<file path="src/rtl/seg_scan_if.sv">
// Bus bundle for the 7-segment scan scheduler.
// Writer side: wr_en/wr_addr/wr_data load the digit buffer, dig_en masks digits.
// Display side: segment (active-low, bit7 = dp), seg_sel (active-low digit select),
// frame_done (one-cycle pulse when the scan wraps).
interface seg_scan_if;
    logic       wr_en;
    logic [2:0] wr_addr;
    logic [4:0] wr_data;
    logic [7:0] dig_en;
    logic [7:0] segment;
    logic [7:0] seg_sel;
    logic       frame_done;

    modport master (
        output wr_en, wr_addr, wr_data, dig_en,
        input  segment, seg_sel, frame_done
    );

    modport slave (
        input  wr_en, wr_addr, wr_data, dig_en,
        output segment, seg_sel, frame_done
    );
endinterface

</file>
<file path="src/rtl/seg_scan_sched.sv">
// Round-robin scan scheduler for an 8-digit common-anode 7-segment display.
// Ports: clk, rst_n (synchronous, active-low), bus (seg_scan_if.slave):
//   wr_en/wr_addr/wr_data write the 8-entry digit buffer ({dp, hex}),
//   dig_en selects which digits are scanned, segment/seg_sel drive the display,
//   frame_done pulses on the SHOW entry that wraps back to a lower index.
module seg_scan_sched #(
    parameter int unsigned SCAN_CYC  = 50000,
    parameter int unsigned BLANK_CYC = 500
) (
    input  logic          clk,
    input  logic          rst_n,
    seg_scan_if.slave     bus
);

    localparam int unsigned CNT_MAX = ((SCAN_CYC > BLANK_CYC) ? SCAN_CYC : BLANK_CYC) - 1;
    localparam int unsigned CNT_W   = (CNT_MAX > 1) ? $clog2(CNT_MAX + 1) : 1;

    typedef enum logic {
        BLANK = 1'b0,
        SHOW  = 1'b1
    } state_t;

    state_t             state_q, state_d;
    logic [CNT_W-1:0]   cnt_q, cnt_d;
    logic [2:0]         ptr_q, ptr_d;
    logic               first_q, first_d;
    logic [7:0]         seg_q, seg_d;
    logic [7:0]         sel_q, sel_d;
    logic               fd_q, fd_d;
    logic [4:0]         digit_mem [8];
    logic [2:0]         next_idx;

    // Hex to active-low segments, bit order g,f,e,d,c,b,a.
    function automatic logic [6:0] decode(input logic [3:0] h);
        case (h)
            4'h0: decode = 7'h40;
            4'h1: decode = 7'h79;
            4'h2: decode = 7'h24;
            4'h3: decode = 7'h30;
            4'h4: decode = 7'h19;
            4'h5: decode = 7'h12;
            4'h6: decode = 7'h02;
            4'h7: decode = 7'h78;
            4'h8: decode = 7'h00;
            4'h9: decode = 7'h10;
            4'hA: decode = 7'h08;
            4'hB: decode = 7'h03;
            4'hC: decode = 7'h46;
            4'hD: decode = 7'h21;
            4'hE: decode = 7'h06;
            default: decode = 7'h0E;
        endcase
    endfunction

    function automatic logic [7:0] seg_of(input logic [4:0] e);
        seg_of = {~e[4], decode(e[3:0])};
    endfunction

    // Next digit to show: lowest enabled after reset/idle, else first enabled after ptr.
    // Loops run from far to near so the nearest match is the last assignment.
    always_comb begin
        next_idx = ptr_q;
        if (first_q) begin
            for (int i = 7; i >= 0; i--) begin
                if (bus.dig_en[i]) next_idx = 3'(i);
            end
        end else begin
            for (int k = 8; k >= 1; k--) begin
                if (bus.dig_en[3'(ptr_q + 3'(k))]) next_idx = 3'(ptr_q + 3'(k));
            end
        end
    end

    // Next-state and registered-output values.
    always_comb begin
        state_d = state_q;
        cnt_d   = cnt_q + 1'b1;
        ptr_d   = ptr_q;
        first_d = first_q;
        seg_d   = 8'hff;
        sel_d   = 8'hff;
        fd_d    = 1'b0;
        case (state_q)
            BLANK: begin
                if (cnt_q == CNT_W'(BLANK_CYC - 1)) begin
                    cnt_d = '0;
                    if (bus.dig_en != 8'h00) begin
                        state_d = SHOW;
                        ptr_d   = next_idx;
                        first_d = 1'b0;
                        fd_d    = !first_q && (next_idx <= ptr_q);
                        seg_d   = seg_of(digit_mem[next_idx]);
                        sel_d   = ~(8'h01 << next_idx);
                    end else begin
                        // Nothing enabled: stay dark and restart selection from the lowest index.
                        first_d = 1'b1;
                    end
                end
            end
            SHOW: begin
                if (cnt_q == CNT_W'(SCAN_CYC - 1)) begin
                    state_d = BLANK;
                    cnt_d   = '0;
                end else begin
                    // Reloaded every cycle so buffer writes show up on the next edge.
                    seg_d = seg_of(digit_mem[ptr_q]);
                    sel_d = ~(8'h01 << ptr_q);
                end
            end
            default: begin
                state_d = BLANK;
                cnt_d   = '0;
            end
        endcase
    end

    // State, buffer and output registers.
    always_ff @(posedge clk) begin
        if (!rst_n) begin
            state_q <= BLANK;
            cnt_q   <= '0;
            ptr_q   <= '0;
            first_q <= 1'b1;
            seg_q   <= 8'hff;
            sel_q   <= 8'hff;
            fd_q    <= 1'b0;
            for (int i = 0; i < 8; i++) digit_mem[i] <= '0;
        end else begin
            state_q <= state_d;
            cnt_q   <= cnt_d;
            ptr_q   <= ptr_d;
            first_q <= first_d;
            seg_q   <= seg_d;
            sel_q   <= sel_d;
            fd_q    <= fd_d;
            if (bus.wr_en) digit_mem[bus.wr_addr] <= bus.wr_data;
        end
    end

    assign bus.segment    = seg_q;
    assign bus.seg_sel    = sel_q;
    assign bus.frame_done = fd_q;

endmodule

</file>
<file path="src/flat_wrapper.sv">
// flat-port wrapper written by rule: the top's interface ports become plain ports
module seg_scan_sched_flat 
#(
    parameter int unsigned SCAN_CYC  = 50000,
    parameter int unsigned BLANK_CYC = 500
)
  (clk, rst_n, bus_wr_en, bus_wr_addr, bus_wr_data, bus_dig_en, bus_segment, bus_seg_sel, bus_frame_done);
  seg_scan_if bus_i ();
  input  logic clk;
  input  logic rst_n;
  input wire logic [$bits(bus_i.wr_en)-1:0] bus_wr_en;
  input wire logic [$bits(bus_i.wr_addr)-1:0] bus_wr_addr;
  input wire logic [$bits(bus_i.wr_data)-1:0] bus_wr_data;
  input wire logic [$bits(bus_i.dig_en)-1:0] bus_dig_en;
  output wire logic [$bits(bus_i.segment)-1:0] bus_segment;
  output wire logic [$bits(bus_i.seg_sel)-1:0] bus_seg_sel;
  output wire logic [$bits(bus_i.frame_done)-1:0] bus_frame_done;
  assign bus_i.wr_en = bus_wr_en;
  assign bus_i.wr_addr = bus_wr_addr;
  assign bus_i.wr_data = bus_wr_data;
  assign bus_i.dig_en = bus_dig_en;
  assign bus_segment = bus_i.segment;
  assign bus_seg_sel = bus_i.seg_sel;
  assign bus_frame_done = bus_i.frame_done;
  seg_scan_sched #(.SCAN_CYC(SCAN_CYC), .BLANK_CYC(BLANK_CYC)) u_core (.clk(clk), .rst_n(rst_n), .bus(bus_i));
endmodule
</file>
<file path="config.mk">
export PLATFORM = sky130hd
export DESIGN_NAME = seg_scan_sched_flat
export DESIGN_NICKNAME = d
export VERILOG_FILES = /design/src/rtl/seg_scan_if.sv /design/src/rtl/seg_scan_sched.sv /design/src/flat_wrapper.sv
export SDC_FILE = /design/constraint.sdc
export NUM_CORES = 1
export LEC_CHECK = 0
export BUFFER_PORTS_ARGS = -buffer_cell sky130_fd_sc_hd__buf_2
export CORE_UTILIZATION = 50
export DETAILED_ROUTE_END_ITERATION = 6
export PLACE_DENSITY = 0.78
export SLEW_MARGIN = 15
export SYNTH_ARGS = -nofsm -noshare
export SYNTH_HDL_FRONTEND = slang
export SYNTH_SLANG_ARGS = --single-unit
</file>
<file path="constraint.sdc">
create_clock -name clk -period 5.46 [get_ports clk]
set_clock_uncertainty 0.2 [all_clocks]
set_input_delay 0.819 -clock clk [delete_from_list [all_inputs] [get_ports clk]]
set_output_delay 0.819 -clock clk [all_outputs]
set_load 0.01 [all_outputs]
</file>
**Yosys cells after proc, flatten, opt, wreduce, memory -nomap -nowiden**

Memories as Yosys holds them, arrays and structs flattened. A register that Yosys moved wholly into a read port is not among the register bits.
Index checks and enable logic that the tools add are counted.

- $add $sub $neg: 8
- Bitwise gates (word level): 8
- Reductions and logical operators: 7
- Mux-type cells: 55
- Shift-type cells: 2
- Equal/unequal tests: 2
- $lt $le $gt $ge: 8

Operators by type and width:

| operator | count |
|---|---|
| 3-bit 2-to-1 mux | 19 |
| 8-bit 2-to-1 mux | 6 |
| 16-bit 2-to-1 mux | 2 |
| 16-bit case mux with 2 select lines | 1 |
| 8-bit case mux with 2 select lines | 2 |
| 3-bit by 4-bit < comparator with 1-bit output (second input constant) | 7 |
| 1-bit binary-select mux with 3-bit select | 7 |
| 16-bit by 1-bit adder with 16-bit output (second input constant) | 1 |
| 16-bit == test (second input constant) | 1 |
| 16-bit by 9-bit == test with 1-bit output (second input constant) | 1 |
| 1-bit 2-to-1 mux | 16 |
| 8-bit inverter | 2 |
| 1-bit by 3-bit << shifter with 8-bit output (first input constant) | 2 |
| 3-bit adder (second input constant) | 4 |
| 8-bit nonzero test | 1 |
| 3-bit by 2-bit adder with 3-bit output (second input constant) | 2 |
| 1-bit inverter | 6 |
| 5-bit 2-to-1 mux | 1 |
| 5-bit OR reduction | 1 |
| 4-bit OR reduction | 1 |
| 3-bit by 1-bit adder with 3-bit output (second input constant) | 1 |
| 3-bit less-or-equal comparator | 1 |
| 3-bit AND reduction | 1 |
| 1-bit case mux with 2 select lines | 1 |
| other kinds (3) | 3 |

- Bits in writable memories: 40
- ROM bits: 224
- Output and inout bits: 17
- Memories kept: 3
- Word-level logic and storage cells: 100
- Register bits after elaboration: 38

Memory list:

| name | depth | width | read ports | clocked after Yosys merged registers in | write ports | RTL line | RTL |
|---|---|---|---|---|---|---|---|
| (no name shown) | 16 | 7 | 1 | 0 | 0 | seg_scan_sched.sv:35 | `case (h)` |
| (no name shown) | 16 | 7 | 1 | 0 | 0 | seg_scan_sched.sv:35 |  |
| u_core.digit_mem | 8 | 5 | 2 | 1 | 8 | seg_scan_sched.sv:30 | `logic [4:0] digit_mem [8];` |

**Longest topological paths before layout**

- Word-level depth: 16
- Gate-level depth with buffers: 22
- Gate-level depth less buffers: 18

**Worst setup path after synthesis**

No wires, ideal clock.

- Kind: register -> register
- Start: reg u_core.ptr_q[0]
- End: reg u_core.seg_q[3] (netlist: u_core.bus.segment[3])
- Period minus slack after synthesis: 5286 ps
- Arrival: 4954 ps
- Buffers on the path: 4
- Cell stages (with the launch flop): 21
- Data required time: 5129 ps
- Setup slack: 174 ps
- Cell sequence: dfxtp_1 -> buf_6 -> buf_2 -> inv_1 -> ha_1 -> mux4_2 -> mux2i_1 -> o2111ai_2 -> and4_1 -> a211oi_4 -> buf_4 -> buf_4 -> mux2i_1 -> mux2_2 -> o22ai_1 -> inv_1 -> ha_1 -> nor2_1 -> mux2_1 -> a2111oi_0 -> nor3_1

- Longest elaborated chain between the ends: 16

RTL lines:

| what | RTL line | RTL |
|---|---|---|
| from (decl) | seg_scan_sched.sv:25 | `logic [2:0] ptr_q, ptr_d;` |
| from (signal assigned) | seg_scan_sched.sv:131 | `ptr_q <= ptr_d;` |
| 3-bit adder | seg_scan_sched.sv:69 | `if (bus.dig_en[3'(ptr_q + 3'(k))]) next_idx = 3'(ptr_q + 3'(k));` |
| 1-bit binary-select mux with 3-bit select | seg_scan_sched.sv:69 |  |
| 1-bit 2-to-1 mux (not written as such) | seg_scan_sched.sv:69 |  |
| 3-bit 2-to-1 mux (7 in a row) | seg_scan_sched.sv:69 |  |
| 3-bit 2-to-1 mux * | seg_scan_sched.sv:63 | `if (first_q) begin` |
| memory 8 x 5 bit * | n/a |  |
| memory 16 x 7 bit * | n/a |  |
| 8-bit 2-to-1 mux * | seg_scan_sched.sv:87 | `if (bus.dig_en != 8'h00) begin` |
| 8-bit 2-to-1 mux * | seg_scan_sched.sv:85 | `if (cnt_q == CNT_W'(BLANK_CYC - 1)) begin` |
| 8-bit case mux with 2 select lines * | seg_scan_sched.sv:83 | `case (state_q)` |
| to (signal assigned) | seg_scan_sched.sv:133 | `seg_q <= seg_d;` |
| to (decl) | seg_scan_sched.sv:27 | `logic [7:0] seg_q, seg_d;` |

Every way passes the cells marked *; elsewhere a longest branch is shown, timed or not. The select of a mux whose other input is x is not followed.
A chain may end at the register's enable or synchronous reset.

**Worst setup path in the final report**

Ends and elaborated chain as after synthesis.

==> impl_metrics.toml <==
[min_path]
min_path_type = "flip-flop to flip-flop"
hold_start = "u_core.cnt_q[0]"

[power_and_ir_drop]
peakVddDrop_v = 0.000177
powerDensity_nw_per_um2 = 228
leakage_uw = 0.00220

[clocking]
cts_buffer_depth = 2
cts-htree-levels = 3
tritoncts = "yes"
path_clk_slew_ps = 80
clk_latency_ps = 370
ctsHoldBuffers = 0
numCtsBuffers = 9
postCtsSetupBuffers = 0
cts_sinks = 81
cts_resized = 0
cts-root-buf = "clkbuf_8"

[place]
place_congestion = 0.930
io_buffers = 35
dp_hpwl_mm = 9.11

[grt]
antenna_found_initial = 0
grt_pass1_vias = 3913
grt_first_pass_wirelength_mm = 19.9
grt_usage_pct = 23.1
grt_max_degree = 27
globalRouteOverflowTotal = 0

[detailed_routing]
totalWireLength_mm = 12.1
firstDrtPassIters = 5
drc = 0
ant_nets = 0
viasPerCell = 5.81
drt_iter0_drc = 274
wire_per_inst_um = 17.0
via_count = 4118

[critical_path]
crit_slowest_cell = "mux4_2"
crit_path_cell_trace = "buf_4 > ha_1 > ha_1 > mux4_2 > mux2_2 > o311ai_1 > a2111oi_2 > nor2_2 > buf_4 > a31oi_1 > a32o_1 > inv_1 > ha_1 > nor2_1 > mux2_1 > a2111oi_0 > nor3_1"
crit_path_start_kind = "flip-flop"
regToRegStartpoint = "u_core.ptr_q[0]"
critical_path_class = "flip-flop to flip-flop"
crit_start = "u_core.ptr_q[0]"
cp.arrival_ps = 5030
end_kind = "flip-flop"
max_stage_delay_ps = 590
cp_max_fo = 19
crit_required_ps = 5510
path_common_cell = "ha_1"

[timing]
fin_tns_setup_ps = 0
slew_violations = 0
min_period_ps = 4980
tightest_slew_ps = 728
fin_crit_sh_pct = 91.2
rsz0062_at_grt = "false"
slew_headroom_pct = 50.1
hold_viol_final = 0
fmax_ghz = 0.201
finalSetupViolations = 0

[finish]
final_core_utilization_pct = 56.0
final_nets = 611
diodes = 0
num-fill-cells = 897
layout-drive-gt1-share_pct = 19.5
syn_to_final_growth_pct = 8.96

[yosys]
synth-main-ff-cell = "dfxtp_1"
synth_area_leaders = "edfxtp_1 (23%), dfxtp_1 (15%), mux4_2 (8.9%), ha_1 (5.7%), and2_1 (5.2%)"
ys_types = 68
synth-edff-count = 40
yosys_register_bits = 81
synth_cells = 539
synth.most_common_cell = "nand2_1"
yosysWarnings = 0
syn_area_per_cell_um2 = 9.84
synth_top_area_share_pct = 22.6
synth_area_um2 = 5310
async_reset_ff_share_pct = 0
seq_area_frac_synth_pct = 38.1
synthTopCellsByCount = "nand2_1 (61), nor2_1 (45), and2_1 (44)"
synth_top_cell_by_area = "edfxtp_1"
syn_nets = 582

[die]
core_um2 = 10300
rows = 37
die_area_um2 = 11000
start_util_pct = 51.4
ioPinCount = 36
die_height_um = 105
die_w_um = 105

[status]
outcome = "finished, final reports clean"

[job]
cap_viol_max_count = 0
-- power breakdown --
group | leakage [µW] | internal (µW) | switching (µW)
Sequential | 0.000715 | 658 | 14.5
Clock | 0.0000990 | 218 | 236
Combinational | 0.00139 | 79.7 | 114
Total | 0.00220 | 956 | 365
-- per-stage QoR --
step	worst slack (ps)	cells	hold slack (ps)	area, µm²	power [µW]
floorplan	174	539	218	5310	825
global placement	552	693	229	5580	869
detailed placement	441	693	255	5580	877
CTS	498	709	269	5780	1330
global route	175	709	292	5780	1380
finish	480	709	264	5780	1320
-- registers in the layout, summed over array words and instances, names as in the netlist, named ones only --
| signal | flops |
|---|---|
| u_core.digit_mem | 40 |
| u_core.cnt_q | 16 |
| u_core.bus.seg_sel | 8 |
| u_core.bus.segment | 8 |
| u_core.ptr_q | 3 |
| u_core.bus.frame_done | 1 |
| u_core.first_q | 1 |
| u_core.state_q | 1 |
-- kinds of logic (layout without fill, tap and decap cells) --
logic type	Yosys count	in the layout	share of synthesized area, %
and+or+nand+nor	219	219	20.3
DFF	81	81	38.1
muxes	56	56	16.1
xor gates and xnor gates	18	18	2.97
adders and majority gates	24	24	5.66
buffers and inverters	50	84	4.48
AOI/OAI and AO/OA	91	91	12.3
-- layout make-up --
class | count | area, µm² | share of cell area [%]
clock buffers | 10 | 128 | 2.21
clock inverters | 6 | 75.1 | 1.30
well taps | 136 | 170 | 2.94
multi-input cells | 408 | 3050 | 52.7
repair buffers | 46 | 258 | 4.46
flip-flops and latches | 81 | 2020 | 35.0
inverters | 22 | 82.6 | 1.43
-- cells in the final DEF (no fill, tap or decap), types with 3 or more instances in the layout --
| cell | n |
|---|---|
| a21o_1 | 5 |
| a21oi_1 | 20 |
| a221oi_1 | 3 |
| a31oi_1 | 6 |
| and2_1 | 44 |
| and3_1 | 7 |
| buf_2 | 35 |
| buf_4 | 11 |
| clkbuf_8 | 9 |
| dfxtp_1 | 41 |
| edfxtp_1 | 40 |
| ha_1 | 24 |
| inv_1 | 20 |
| mux2_2 | 13 |
| mux2i_1 | 18 |
| mux4_2 | 21 |
| nand2_1 | 61 |
| nand2b_1 | 6 |
| nand3_1 | 23 |
| nand4_1 | 4 |
| nor2_1 | 45 |
| nor2b_1 | 4 |
| nor3_1 | 10 |
| nor4_1 | 5 |
| o21ai_0 | 22 |
| o22ai_1 | 3 |
| xnor2_1 | 5 |
| xor2_1 | 13 |
-- metal layers --
layer | part of all wire (%) | up-vias | track usage (%)
li1 | - | 2007 | -
met1 | 45 | 1958 | 30.6
met2 | 48 | 137 | 37.9
met3 | 5.2 | 16 | 4.80
met4 | 1.5 | 0 | 7.44
met5 | 0 | - | 0
-- path summary, 6_finish.rpt --
kind,endpoint,slack [ps],depth (start not counted)
worst max-delay path,u_core.bus.segment[3],480,17
worst min-delay path,u_core.cnt_q[0],260,1
worst min register to register,u_core.cnt_q[0],260,1
worst max register to register,u_core.bus.segment[3],480,17
-- critical path: cells and delay by family, from the launching register on --
family | cells | cell delay, ps
mux | 3 | 1130
buf+inv | 3 | 560
simple gates | 3 | 220
flops | 1 | 310
compound gates | 5 | 1510
fa+ha+maj | 3 | 930
No activity file was read; power rests on OpenSTA's default activity.
